### src/rtl/reg_alu_pipe_if.sv
// Operation/result bundle for reg_alu_pipe: the sequencer drives the master side
// and the datapath core implements the slave side.
interface reg_alu_pipe_if #(
  parameter int WIDTH  = 16,
  parameter int ADDR_W = 3
);
  // Handshake: an operation is taken at a rising edge whenever in_valid=1 (no
  // ready; the core accepts one op per clock). out_valid pulses one cycle after
  // each accepted ALU op (sel=1), marking a fresh alu_out/cout/zero.
  logic              in_valid;
  logic              sel;
  logic              wr;
  logic [2:0]        op;
  logic [ADDR_W-1:0] rd_addr_a;
  logic [ADDR_W-1:0] rd_addr_b;
  logic [ADDR_W-1:0] wr_addr;
  logic [WIDTH-1:0]  d_in;
  logic [WIDTH-1:0]  d_out_a;
  logic [WIDTH-1:0]  d_out_b;
  logic [WIDTH-1:0]  alu_out;
  logic              out_valid;
  logic              cout;
  logic              zero;

  modport master (
    output in_valid, sel, wr, op, rd_addr_a, rd_addr_b, wr_addr, d_in,
    input  d_out_a, d_out_b, alu_out, out_valid, cout, zero
  );

  modport slave (
    input  in_valid, sel, wr, op, rd_addr_a, rd_addr_b, wr_addr, d_in,
    output d_out_a, d_out_b, alu_out, out_valid, cout, zero
  );
endinterface

### src/rtl/reg_alu_pipe.sv
// Execute/writeback core: 2R/1W register file, 8-op ALU with registered carry/zero
// flags, and a one-entry writeback stage that is forwarded to both read ports.
module reg_alu_pipe #(
  parameter int WIDTH  = 16,
  parameter int ADDR_W = 3
) (
  input  logic           clk,
  input  logic           reset,
  reg_alu_pipe_if.slave  bus
);
  localparam int DEPTH = 2 ** ADDR_W;
  localparam logic [WIDTH:0] ONE = {{WIDTH{1'b0}}, 1'b1};

  localparam logic [2:0] OP_ADD = 3'd0;
  localparam logic [2:0] OP_SUB = 3'd1;
  localparam logic [2:0] OP_ADC = 3'd2;
  localparam logic [2:0] OP_AND = 3'd3;
  localparam logic [2:0] OP_OR  = 3'd4;
  localparam logic [2:0] OP_XOR = 3'd5;
  localparam logic [2:0] OP_SHL = 3'd6;
  localparam logic [2:0] OP_SHR = 3'd7;

  logic [WIDTH-1:0]  r_rf [DEPTH];
  logic              r_wb_valid;
  logic [ADDR_W-1:0] r_wb_addr;
  logic [WIDTH-1:0]  r_wb_data;
  logic [WIDTH-1:0]  r_alu_out;
  logic              r_cout;
  logic              r_zero;
  logic              r_out_valid;

  logic              w_accept;
  logic [WIDTH-1:0]  w_a;
  logic [WIDTH-1:0]  w_b;
  logic [WIDTH:0]    w_sum;
  logic [WIDTH-1:0]  w_res;
  logic              w_carry;
  logic [WIDTH-1:0]  w_wb_src;

  assign w_accept = bus.in_valid;

  // The pending writeback has not reached the rf yet, so it must win the read.
  assign w_a = (r_wb_valid && (r_wb_addr == bus.rd_addr_a)) ? r_wb_data : r_rf[bus.rd_addr_a];
  assign w_b = (r_wb_valid && (r_wb_addr == bus.rd_addr_b)) ? r_wb_data : r_rf[bus.rd_addr_b];

  // Bit WIDTH of w_sum is the carry-out for every op.
  always_comb begin
    w_sum = '0;
    case (bus.op)
      OP_ADD:  w_sum = {1'b0, w_a} + {1'b0, w_b};
      OP_SUB:  w_sum = {1'b0, w_a} + {1'b0, ~w_b} + ONE;
      OP_ADC:  w_sum = {1'b0, w_a} + {1'b0, w_b} + {{WIDTH{1'b0}}, r_cout};
      OP_AND:  w_sum = {1'b0, w_a & w_b};
      OP_OR:   w_sum = {1'b0, w_a | w_b};
      OP_XOR:  w_sum = {1'b0, w_a ^ w_b};
      OP_SHL:  w_sum = {w_a, 1'b0};
      OP_SHR:  w_sum = {w_a[0], 1'b0, w_a[WIDTH-1:1]};
      default: w_sum = '0;
    endcase
  end

  assign w_res    = w_sum[WIDTH-1:0];
  assign w_carry  = w_sum[WIDTH];
  assign w_wb_src = bus.sel ? w_res : bus.d_in;

  always_ff @(posedge clk) begin
    if (reset) begin
      r_alu_out   <= '0;
      r_cout      <= 1'b0;
      r_zero      <= 1'b0;
      r_out_valid <= 1'b0;
    end else if (w_accept && bus.sel) begin
      r_alu_out   <= w_res;
      r_cout      <= w_carry;
      r_zero      <= (w_res == '0);
      r_out_valid <= 1'b1;
    end else begin
      r_out_valid <= 1'b0;
    end
  end

  always_ff @(posedge clk) begin
    if (reset) begin
      r_wb_valid <= 1'b0;
      r_wb_addr  <= '0;
      r_wb_data  <= '0;
    end else if (w_accept && bus.wr) begin
      r_wb_valid <= 1'b1;
      r_wb_addr  <= bus.wr_addr;
      r_wb_data  <= w_wb_src;
    end else begin
      r_wb_valid <= 1'b0;
    end
  end

  // Reset wins over a retiring writeback, so a write in flight is discarded.
  always_ff @(posedge clk) begin
    if (reset) begin
      for (int i = 0; i < DEPTH; i++) r_rf[i] <= '0;
    end else if (r_wb_valid) begin
      r_rf[r_wb_addr] <= r_wb_data;
    end
  end

  assign bus.d_out_a   = w_a;
  assign bus.d_out_b   = w_b;
  assign bus.alu_out   = r_alu_out;
  assign bus.out_valid = r_out_valid;
  assign bus.cout      = r_cout;
  assign bus.zero      = r_zero;
endmodule

### src/flat_wrapper.sv
// flat-port wrapper written by rule: the top's interface ports become plain ports
module reg_alu_pipe_flat 
#(
  parameter int WIDTH  = 16,
  parameter int ADDR_W = 3
)
  (clk, reset, bus_in_valid, bus_sel, bus_wr, bus_op, bus_rd_addr_a, bus_rd_addr_b, bus_wr_addr, bus_d_in, bus_d_out_a, bus_d_out_b, bus_alu_out, bus_out_valid, bus_cout, bus_zero);
  reg_alu_pipe_if #(.WIDTH(WIDTH), .ADDR_W(ADDR_W)) bus_i ();
  input  logic clk;
  input  logic reset;
  input wire logic [$bits(bus_i.in_valid)-1:0] bus_in_valid;
  input wire logic [$bits(bus_i.sel)-1:0] bus_sel;
  input wire logic [$bits(bus_i.wr)-1:0] bus_wr;
  input wire logic [$bits(bus_i.op)-1:0] bus_op;
  input wire logic [$bits(bus_i.rd_addr_a)-1:0] bus_rd_addr_a;
  input wire logic [$bits(bus_i.rd_addr_b)-1:0] bus_rd_addr_b;
  input wire logic [$bits(bus_i.wr_addr)-1:0] bus_wr_addr;
  input wire logic [$bits(bus_i.d_in)-1:0] bus_d_in;
  output wire logic [$bits(bus_i.d_out_a)-1:0] bus_d_out_a;
  output wire logic [$bits(bus_i.d_out_b)-1:0] bus_d_out_b;
  output wire logic [$bits(bus_i.alu_out)-1:0] bus_alu_out;
  output wire logic [$bits(bus_i.out_valid)-1:0] bus_out_valid;
  output wire logic [$bits(bus_i.cout)-1:0] bus_cout;
  output wire logic [$bits(bus_i.zero)-1:0] bus_zero;
  assign bus_i.in_valid = bus_in_valid;
  assign bus_i.sel = bus_sel;
  assign bus_i.wr = bus_wr;
  assign bus_i.op = bus_op;
  assign bus_i.rd_addr_a = bus_rd_addr_a;
  assign bus_i.rd_addr_b = bus_rd_addr_b;
  assign bus_i.wr_addr = bus_wr_addr;
  assign bus_i.d_in = bus_d_in;
  assign bus_d_out_a = bus_i.d_out_a;
  assign bus_d_out_b = bus_i.d_out_b;
  assign bus_alu_out = bus_i.alu_out;
  assign bus_out_valid = bus_i.out_valid;
  assign bus_cout = bus_i.cout;
  assign bus_zero = bus_i.zero;
  reg_alu_pipe #(.WIDTH(WIDTH), .ADDR_W(ADDR_W)) u_core (.clk(clk), .reset(reset), .bus(bus_i));
endmodule
### config.mk
export PLATFORM = sky130hd
export DESIGN_NAME = reg_alu_pipe_flat
export DESIGN_NICKNAME = d
export VERILOG_FILES = /design/src/rtl/reg_alu_pipe_if.sv /design/src/rtl/reg_alu_pipe.sv /design/src/flat_wrapper.sv
export SDC_FILE = /design/constraint.sdc
export NUM_CORES = 1
export LEC_CHECK = 0
export CELL_PAD_IN_SITES_DETAIL_PLACEMENT = 1
export CELL_PAD_IN_SITES_GLOBAL_PLACEMENT = 2
export CORE_ASPECT_RATIO = 1.2
export CORE_MARGIN = 4
export CORE_UTILIZATION = 39
export CTS_CLUSTER_DIAMETER = 50
export CTS_CLUSTER_SIZE = 14
export DETAILED_ROUTE_END_ITERATION = 8
export GPL_TIMING_DRIVEN = 0
export HOLD_SLACK_MARGIN = 0.15
export PLACE_DENSITY = 0.91
export RECOVER_POWER = 100
export SYNTH_ARGS = -nofsm -noshare
export SYNTH_HDL_FRONTEND = slang
export SYNTH_SLANG_ARGS = --single-unit
### constraint.sdc
create_clock -name clk -period 7.95 [get_ports clk]
set_input_delay 1.1925 -clock clk [delete_from_list [all_inputs] [get_ports clk]]
set_output_delay 1.1925 -clock clk [all_outputs]
set_load 0.1 [all_outputs]
==> reports/metrics.csv <==
metric;value;unit
status;complete, but fails checks;
violations;max-capacitance violations, max-slew violations;
tightest_slew;1.80;ns
layout_commonest_cell;edfxtp_1;
min_period;7.62;ns
die_h;201;um
wl;46.1;mm
drtAntennaViolNets;0;
cts_tree;done;
worstHoldPathType;reg -> reg;
overflow;0;
start_util;0.396;
power_frac_comb;0.361;
timing.final.ws_setup;0.330;ns
cts.clk_slew.worst_paths;0.07;ns
synthToLayoutAreaGrowth;15.1;%
grt_max_degree;17;
hold_viol;0;
synth_warnings;0;
numPortBuffers;76;
ys_types;82;
synthFlopType;edfxtp_1;
htreeDepth;4;
dp_slack;-0.359;ns
drtIter0Drc;1153;
pin_count;84;
root_buffer;clkbuf_16;
rsz0062_at_grt;false;
worst-path-max-fanout;10;
total_power;0.00289;W
synth_seq_area_share;0.382;
antenna_cells;0;
syn_area;12100;sq um
hpwl;34.3;mm
critical_path_class;in -> reg;
slew_headroom;-0.198;
synthCells;1196;
p_int;0.00179;W
avgSynthCellArea;10.1;sq um
post-route-period-util;0.959;
final_nets;1376;
cp-start-kind;primary input;
switching_share;0.382;
clock_power_share;0.294;
die-area;33900;sq um
cts_hold_buf;0;
synth-edff-count;128;
power.density;208;nW/um^2
ys_ff_latch;167;
maxCapViolations;8;
netSwitchingPower;0.00111;W
drive_gt1_frac;0.0997;
core_region_area;30600;sq um
syn-num-nets;1281;
skew;0.0185;ns
pwr-share-seq;0.345;
cts_buffers;17;
die_x;169;um
clk-insertion-delay-late;0.45;ns
drv_slew;136;
drc;0;
async_flop_share;0;
peakVddDrop;0.000187;V
gr-usage-all-layers;0.269;
grt_antenna_before_repair;1;
critPathCaptureType;register;
setup_violations;0;
max_freq;131;MHz
via_count;10400;
routedWlPerCell;27.1;um
grt_pass1_vias;10900;
grt_first_pass_wirelength;68.5;mm
required;8.31;ns
numClockSinks;167;
p_leak;5.29;nW
cp.arrival;7.98;ns
gp_congestion;0.937;
first_pass_iters;5;
final_core_util;0.456;
row_count;70;
cts_buffer_depth;2;
final_cell_mix;edfxtp_1 (128), a21oi_1 (110), nor2_1 (93), and2_0 (85), clkbuf_1 (77);
routed_via_density;6.12;
worst paths after layout:
path | to | slack, ns | cells past startpoint | from
worst max register to register | u_core.r_wb_data[14] | 1.55 | 17 | u_core.r_wb_addr[1]
worst max-delay path | u_core.r_wb_data[14] | 0.33 | 19 | bus_rd_addr_b[0]
worst min-delay path | u_core.bus.alu_out[10] | 0.46 | 2 | u_core.bus.alu_out[10]
worst min register to register | u_core.bus.alu_out[10] | 0.46 | 2 | u_core.bus.alu_out[10]
through the flow:
step	hold slack, ns	instances	area [sq um]	setup TNS, ns
6_report	0.460	1700	13900	0
5_1_grt	0.487	1700	13900	0
4_1_cts	0.468	1700	13900	0
3_5_place_dp	0.457	1668	13400	-2.35
3_3_place_gp	0.449	1668	13400	-0.911
2_1_floorplan	0.493	1196	12100	0
area by class of cell:
type	count	area [sq um]
sequential	167	4620
tap	396	495
multi-input combinational	879	6870
clock buffer	19	433
timing repair buffer	76	761
inverter	57	214
buffer	93	380
clock inverter	13	156
fill	3420	16600
metal layers:
metal	track usage	wire (um)	up-vias
met5	0	0	-
met4	0.124	2180	0
met3	0.0341	2680	111
met2	0.483	24000	440
met1	0.316	17200	5249
li1	-	-	4602
critical path, stage by stage:
cell      delay, ns
clkbuf_1       0.36
clkbuf_2       0.57
xnor2_1        0.19
nand4_1        0.49
clkbuf_1       0.43
a21oi_1        0.55
ha_1           0.34
inv_1          0.09
fa_1           0.45
nand3b_1       0.28
and4b_1        0.27
a211oi_4       0.32
or4b_1         0.51
nor4_1         0.57
and4_1         0.39
a21oi_1        0.10
or3_1          0.45
or2_0          0.25
a211oi_2       0.16
cells in the mapped netlist (10+ instances only):
library cell  instances  area share
clkbuf_1             75       0.023
and2_1              118       0.061
edfxtp_1            128        0.32
a21o_1               16      0.0099
mux2_2               12       0.011
a21oi_1             109       0.045
nand2b_1             10      0.0052
nor3_1               29       0.012
xnor2_1              24       0.017
mux2i_1              45       0.037
dfxtp_1              39       0.065
o22ai_1              16      0.0083
nand2_1              73       0.023
o21ai_0              38       0.016
nor2_1               93       0.029
a211oi_1             25       0.016
ha_1                 50       0.052
mux4_2               58        0.11
or2_2                17      0.0088
inv_1                56       0.017
sequential cells by signal (all words and copies together) (netlist names):
| name | count |
|---|---|
| u_core.r_wb_valid | 1 |
| u_core.bus.cout | 1 |
| u_core.bus.out_valid | 1 |
| u_core.r_wb_addr | 3 |
| u_core.bus.alu_out | 16 |
| u_core.bus.zero | 1 |
| u_core.r_rf | 128 |
| u_core.r_wb_data | 16 |
power by group through the flow:
stage | Combinational, W | Clock, W | Sequential [W]
2_1_floorplan | 0.000695 | 0 | 0.00105
3_3_place_gp | 0.00102 | 0 | 0.00101
3_5_place_dp | 0.00104 | 0 | 0.00101
4_1_cts | 0.00105 | 0.000858 | 0.000996
5_1_grt | 0.00111 | 0.000889 | 0.00100
6_report | 0.00104 | 0.000851 | 0.000998
logic make-up after synthesis:
| logic type | Yosys count | synth area share |
|---|---|---|
| simple gates | 402 | 0.176 |
| compound gates | 274 | 0.146 |
| flops | 167 | 0.382 |
| buf+inv | 150 | 0.0490 |
| mux | 122 | 0.171 |
| fa+ha+maj | 52 | 0.0550 |
| xor+xnor | 29 | 0.0210 |
repair_timing:
item,4_1_cts,5_1_grt
setup endpoints to repair,0,11
resized for setup,0,2
buffers inserted,0,0
(Power assumes the default switching activity.)
